File: src/rtl/jk_reg_bank.sv
// Bank of WIDTH independent JK/D/T/SR flip-flops that share one mode select.
// Optional build macro: JK_REG_BANK_TOGGLE_CNT_EN adds the toggle_cnt counter and port.

module jk_reg_bank_cell #(
  parameter logic RST_BIT = 1'b0
) (
  input  logic       clk,
  input  logic       reset,
  input  logic       en,
  input  logic       sync_clr,
  input  logic [1:0] mode,
  input  logic       j,
  input  logic       k,
  output logic       q,
  output logic       q_nxt
);
  always_comb begin
    q_nxt = q;
    if (sync_clr) q_nxt = RST_BIT;
    else if (en) begin
      unique case (mode)
        2'b00: q_nxt = (j & ~q) | (~k & q);
        2'b01: q_nxt = j;
        2'b10: q_nxt = j ^ q;
        2'b11: q_nxt = (j & ~k) ? 1'b1 : ((~j & k) ? 1'b0 : q);
        default: q_nxt = q;
      endcase
    end
  end

  always_ff @(posedge clk or negedge reset)
    if (!reset) q <= RST_BIT;
    else        q <= q_nxt;
endmodule

module jk_reg_bank #(
  parameter int               WIDTH     = 8,
  parameter logic [WIDTH-1:0] RESET_VAL = {WIDTH{1'b0}},
  parameter int               CNT_W     = 16
) (
  input  logic             clk,
  input  logic             reset,
  input  logic             en,
  input  logic             sync_clr,
  input  logic [1:0]       mode,
  input  logic [WIDTH-1:0] j,
  input  logic [WIDTH-1:0] k,
  input  logic             clr_err,
  output logic [WIDTH-1:0] q,
  output logic [WIDTH-1:0] qbar,
  output logic             changed,
  output logic             sr_err
`ifdef JK_REG_BANK_TOGGLE_CNT_EN
  , output logic [CNT_W-1:0] toggle_cnt
`endif
);
  logic [WIDTH-1:0] q_nxt;
  logic             chg_d;
  logic             err_set;

  for (genvar i = 0; i < WIDTH; i++) begin : g_ch
    jk_reg_bank_cell #(.RST_BIT(RESET_VAL[i])) u_cell (
      .clk      (clk),
      .reset    (reset),
      .en       (en),
      .sync_clr (sync_clr),
      .mode     (mode),
      .j        (j[i]),
      .k        (k[i]),
      .q        (q[i]),
      .q_nxt    (q_nxt[i])
    );
  end

  // qbar is derived from the same flops, so it cannot drift from ~q.
  assign qbar    = ~q;
  assign chg_d   = |(q_nxt ^ q);
  assign err_set = en & ~sync_clr & (mode == 2'b11) & |(j & k);

  always_ff @(posedge clk or negedge reset)
    if (!reset) begin
      changed <= 1'b0;
      sr_err  <= 1'b0;
    end else begin
      changed <= chg_d;
      sr_err  <= err_set | (sr_err & ~clr_err);
    end

`ifdef JK_REG_BANK_TOGGLE_CNT_EN
  // A sync_clr that leaves q untouched zeroes the count; one that changes q counts as a change.
  always_ff @(posedge clk or negedge reset)
    if (!reset)                   toggle_cnt <= '0;
    else if (chg_d)               toggle_cnt <= toggle_cnt + 1'b1;
    else if (sync_clr)            toggle_cnt <= '0;
`endif
endmodule

File: config.mk
export PLATFORM = sky130hd
export DESIGN_NAME = jk_reg_bank
export DESIGN_NICKNAME = d
export VERILOG_FILES = /design/src/rtl/jk_reg_bank.sv
export SDC_FILE = /design/constraint.sdc
export NUM_CORES = 1
export LEC_CHECK = 0
export BUFFER_PORTS_ARGS = -buffer_cell sky130_fd_sc_hd__clkbuf_2
export CAP_MARGIN = 10
export CELL_PAD_IN_SITES_DETAIL_PLACEMENT = 2
export CELL_PAD_IN_SITES_GLOBAL_PLACEMENT = 2
export CORE_ASPECT_RATIO = 1.4
export CORE_UTILIZATION = 25
export DETAILED_ROUTE_END_ITERATION = 8
export PLACE_DENSITY = 0.8
export SLEW_MARGIN = 20
export SYNTH_ARGS = -nofsm -noshare
export SYNTH_HDL_FRONTEND = slang
export SYNTH_HIERARCHICAL = 1
export SYNTH_SLANG_ARGS = --single-unit
File: constraint.sdc
create_clock -name clk -period 1.7 [get_ports clk]
set_clock_uncertainty 0.15 [all_clocks]
set_input_delay 0.34 -clock clk [delete_from_list [all_inputs] [get_ports clk]]
set_output_delay 0.34 -clock clk [all_outputs]
set_load 0.05 [all_outputs]
; ---- After elaboration in Yosys (flattened, before gate mapping)
; Index checks and enable logic that the tools add are counted.
[word_totals]
word_cells = 138
inputBits = 23
out_inout_bits = 18
ff_bits = 10
[classes]
n_reduce_logical = 3
eq_ne = 3
bitwise_logic = 82
muxes = 40
[ops]
columns = cell, count
row1 = 1-bit AND, 36
row2 = 1-bit 2-to-1 mux, 32
row3 = 1-bit one-hot mux with 4 select lines, 8
row4 = 1-bit inverter, 26
row5 = 8-bit OR reduction, 2
row6 = 1-bit bitwise OR, 9
row7 = 8-bit AND, 1
row8 = 8-bit inverter, 1
row9 = 1-bit XOR, 8
row10 = 8-bit XOR, 1
row11 = "2-bit == test, second input constant", 2
row12 = "2-bit by 1-bit == test with 1-bit output, second input constant", 1
row13 = 2-bit logical NOT, 1

; ---- Longest topological paths before layout
[depth]
word_depth = 9
depth_mapped = 7

; ---- Modules after synthesis
; Netlist, hierarchy kept.
[by_module_without_submodules]
columns = module, cells_per_inst, n_inst, area_per_inst_um2
row1 = jk_reg_bank_cell, 10, 8, 86.3
row2 = jk_reg_bank, 29, 1, 224.0

; ---- Least setup slack after synthesis
; Ideal clock, no wire load.
[synth_timing]
kind = flip-flop to flip-flop
startpoint = register g_ch[6].u_cell.q
endpoint = register changed
path_stages_with_launch = 7
slack_ns = -0.121
t_required_ns = 1.421
n_path_buf = 0
synth_period_minus_slack_ns = 1.821
arrival_time_ns = 1.542
path_cell_list = dfrtp_1 > nand4b_1 > nand3_1 > a211oi_2 > xor2_1 > nor4_1 > nand2_1
[synth_via]
elab_chain_len = 8
elab_cells_between_ends = 12
cone_classes = mux: 5 / bitwise: 6 / reduce/logical: 1
[synth_lines]
columns = element, line_no
row1 = start: declaration, 14  ; output logic q,
row2 = start signal: assignment, 33  ; else q <= q_nxt;
row3 = 1-bit inverter, 22  ; 2'b00: q_nxt = (j & ~q) | (~k & q);
row4 = 1-bit AND, 22
row5 = 1-bit bitwise OR, 22
row6 = 1-bit one-hot mux with 4 select lines, 21  ; unique case (mode)
row7 = 1-bit 2-to-1 mux (*), 20  ; else if (en) begin
row8 = 1-bit 2-to-1 mux (*), 19  ; if (sync_clr) q_nxt = RST_BIT;
row9 = net q_nxt[6], 57  ; logic [WIDTH-1:0] q_nxt;
row10 = 8-bit XOR (*), 77  ; assign chg_d = |(q_nxt ^ q);
row11 = 8-bit OR reduction (*), 77
row12 = net chg_d, 58  ; logic chg_d;
row13 = end signal: assignment, 85  ; changed <= chg_d;
row14 = end: declaration, 51  ; output logic changed,
; The timed path passes the listed nets; every way through them passes the cells marked *.

; ---- Worst setup path in the final report
[layout_timing]
startpoint = register g_ch[2].u_cell.q
endpoint = register changed
[layout_via]
elab_chain_len = 8
elab_cells_between_ends = 12
cone_classes = mux: 5 / bitwise: 6 / reduce/logical: 1
[layout_lines]
columns = element, line_no
row1 = start: declaration, 14
row2 = start signal: assignment, 33
row3 = 1-bit inverter, 22
row4 = 1-bit AND, 22
row5 = 1-bit bitwise OR, 22
row6 = 1-bit one-hot mux with 4 select lines, 21
row7 = 1-bit 2-to-1 mux (*), 20
row8 = 1-bit 2-to-1 mux (*), 19
row9 = net q_nxt[2], 57
row10 = 8-bit XOR (*), 77
row11 = 8-bit OR reduction (*), 77
row12 = net chg_d, 58
; Marks and branches as above.

==> impl_metrics.ini <==
[status]
status = finished with violations
violated_checks = setup timing

[worst_setup_path]
timing.critical_path.to_type = flop
critical_path_peak_fanout = 6
cp.arrival_ns = 1.81
critPathKind = reg -> reg
crit_path_start_kind = flop
timing.critical_path.required_ns = 1.66

[routing]
routed-via-count = 1190
drt-wirelength-per-cell_um = 21.0
ant_nets = 0
totalWireLength_mm = 4.43
drt_first_iter_violations = 13
route.detailed.vias_per_inst = 5.64
drcViolationCount = 0
firstDrtPassIters = 4

[run]
max_cap_violations = 0

[placement]
post-place-ws_ns = -0.305
numPortBuffers = 40
place_hpwl_mm = 2.44
place_congestion = 0.699

[synth]
ys_seq_area_share_pct = 27.4
yosys-top-cells-area = sky130_fd_sc_hd__dfrtp_1, sky130_fd_sc_hd__nand4b_1, sky130_fd_sc_hd__a211oi_2
netlist.top_cell.by_area = sky130_fd_sc_hd__dfrtp_1
netlist_area_um2 = 915
netlist-cell-type-count = 14
netlist_instances = 109
mappedNetlistNets = 132
yosys_warnings = 6
synth.avg_cell_area_um2 = 8.39
synth_top_area_share_pct = 27.4
postSynthRegisterBits = 10

[layout]
syn2layout_area_growth_pct = 65.4
insertedDiodeCount = 0
finalNetCount = 195
fill_cells = 391
most_common_cell_after_layout_fill_and_taps_aside = sky130_fd_sc_hd__clkbuf_2
ratio_of_cells_with_drive_above_1_in_the_final_layout_pct = 45.6
layout_common_cells = sky130_fd_sc_hd__clkbuf_2, sky130_fd_sc_hd__inv_1, sky130_fd_sc_hd__nand4b_1
fin_util_pct = 44.0

[sta]
setup_viol_count_final = 1
worst-slew-pin-transition_ns = 0.354
hold_slack_ns = 0.175
report.final.hold_viol_count = 0
rsz0062_at_grt = yes
fmax_ghz = 0.540
report.final.slew_viol_count = 0
finalWorstPathRequiredPeriod_ns = 1.85
worst_slack_ns = -0.151
slew_headroom_pct = 76.2
fin_crit_sh_pct = 109
final.setup.tns_ns = -0.151

[power]
cell_internal_pwr_w = 0.000621
power.switching_w = 0.000402
pwr-share-clk_pct = 30.1
design_power_total_w = 0.00102
vdd_ir_drop_max_v = 0.000372
seq_power_share_pct = 27.8
power-per-cell-area_nw_per_um2 = 676
power.switching_fraction_pct = 39.3
p_comb_share_pct = 42.1
p_leak_nw = 0.709

[clock_network]
htree_num_levels = 1
root_buffer_cell = sky130_fd_sc_hd__clkbuf_8
cts_tree = done
clk_lat_worst_skew_ns = 0.24
numClockSinks = 10
cts_bufs_inserted = 3
ctsLongestPathBuffers = 2
cts.reportedPaths.clkPinSlew_ns = 0.05

[floorplanning]
design.die.area_um2 = 3910
floorplan.die.height_um = 73.6
core_region_area_um2 = 3440
overall_die_width_um = 53.1
floorplan.rows = 25
start_util_pct = 26.6
design.portCount = 41

[global_route]
grt_antenna_before_repair = 0
pin_count_of_the_biggest_net_entering_global_routing = 34
grt_overflow = 0
grt_pass1_wl_mm = 5.39
vias_in_the_first_global_route = 1145
groute.usage.overall_pct = 18.9

[worst_hold_path]
hp-class = in -> reg
## Yosys cell counts
cell type	number
sky130_fd_sc_hd__a211oi_2	8
sky130_fd_sc_hd__a22oi_1	4
sky130_fd_sc_hd__a31oi_1	8
sky130_fd_sc_hd__and4_1	1
sky130_fd_sc_hd__dfrtp_1	10
sky130_fd_sc_hd__inv_1	17
sky130_fd_sc_hd__nand2_1	1
sky130_fd_sc_hd__nand3_1	16
sky130_fd_sc_hd__nand4b_1	17
sky130_fd_sc_hd__nor2b_1	8
sky130_fd_sc_hd__nor4_1	2
sky130_fd_sc_hd__o21ai_1	8
sky130_fd_sc_hd__o22ai_1	1
sky130_fd_sc_hd__xor2_1	8
## final cells by class
cell class / count / area, µm² / area share (%)
clock buffers: 4 / 55.1 / 3.64
inverters: 17 / 63.8 / 4.22
multi-input cells: 82 / 604 / 40.0
flip-flops and latches: 10 / 260 / 17.2
well taps: 40 / 50.0 / 3.31
repair buffers: 58 / 479 / 31.7
## per-layer routing
layer,wire length [µm],track usage [%],vias up
met3,122,2.48,6
met1,1770,20.3,614
li1,-,-,541
met5,0,0,-
met2,2460,36.8,29
met4,84,5.26,0
## logic make-up (layout without fill, tap and decap cells)
family	Yosys count	count (layout)	share of synthesized area (%)
xor+xnor	8	8	7.66
flops	10	10	27.4
buf+inv	17	79	6.98
simple gates	45	45	33.2
compound gates	29	29	24.8
## stage by stage
| stage | std cells | cell area [µm²] |
|---|---|---|
| finish | 211 | 1510 |
| global route | 211 | 1510 |
| CTS | 199 | 1320 |
| detailed placement | 194 | 1250 |
| global placement | 194 | 1250 |
| floorplan | 109 | 925 |
## power by group through the flow
stage | registers (W) | logic (W) | clock network, W
finish | 0.000284 | 0.000431 | 0.000308
global route | 0.000287 | 0.000456 | 0.000328
CTS | 0.000284 | 0.000361 | 0.000306
detailed placement | 0.000288 | 0.000358 | 0
global placement | 0.000285 | 0.000345 | 0
floorplan | 0.000343 | 0.000148 | 0
## sequential cells by signal (all words and copies together) (netlist names)
| name | flops |
|---|---|
| g_ch.u_cell/q | 8 |
| changed | 1 |
| sr_err | 1 |
## worst max-delay path: stages, from the launching register on
cell                       delay, ns
sky130_fd_sc_hd__dfrtp_2        0.45
sky130_fd_sc_hd__nand4b_1       0.12
sky130_fd_sc_hd__nand3_1        0.11
sky130_fd_sc_hd__a211oi_2       0.29
sky130_fd_sc_hd__xor2_1         0.12
sky130_fd_sc_hd__nor4_1         0.37
sky130_fd_sc_hd__nand2_1        0.10
## final timing paths
check,startpoint,to,slack [ns],cells past startpoint
max in group asynchronous,reset,g_ch[5].u_cell/q$_DFF_PN0_,0.77,2
min,clr_err,sr_err$_DFF_PN0_,0.17,2
min reg2reg,sr_err$_DFF_PN0_,sr_err$_DFF_PN0_,0.42,2
max,g_ch[2].u_cell/q$_DFF_PN0_,changed$_DFF_PN0_,-0.15,6
max reg2reg,g_ch[2].u_cell/q$_DFF_PN0_,changed$_DFF_PN0_,-0.15,6
min in group asynchronous,reset,changed$_DFF_PN0_,0.39,2
## what timing repair did
action                                  in CTS  in global routing
endpoints found under the setup margin       1                  1
resized for setup                            0                 10
hold buffers                                 1                  0
pin swaps                                    4                 15
endpoints found under the hold margin       10                  0
setup buffers                                0                  7
gates cloned                                 0                  5
Note: power is estimated with default switching activity, not from simulation.
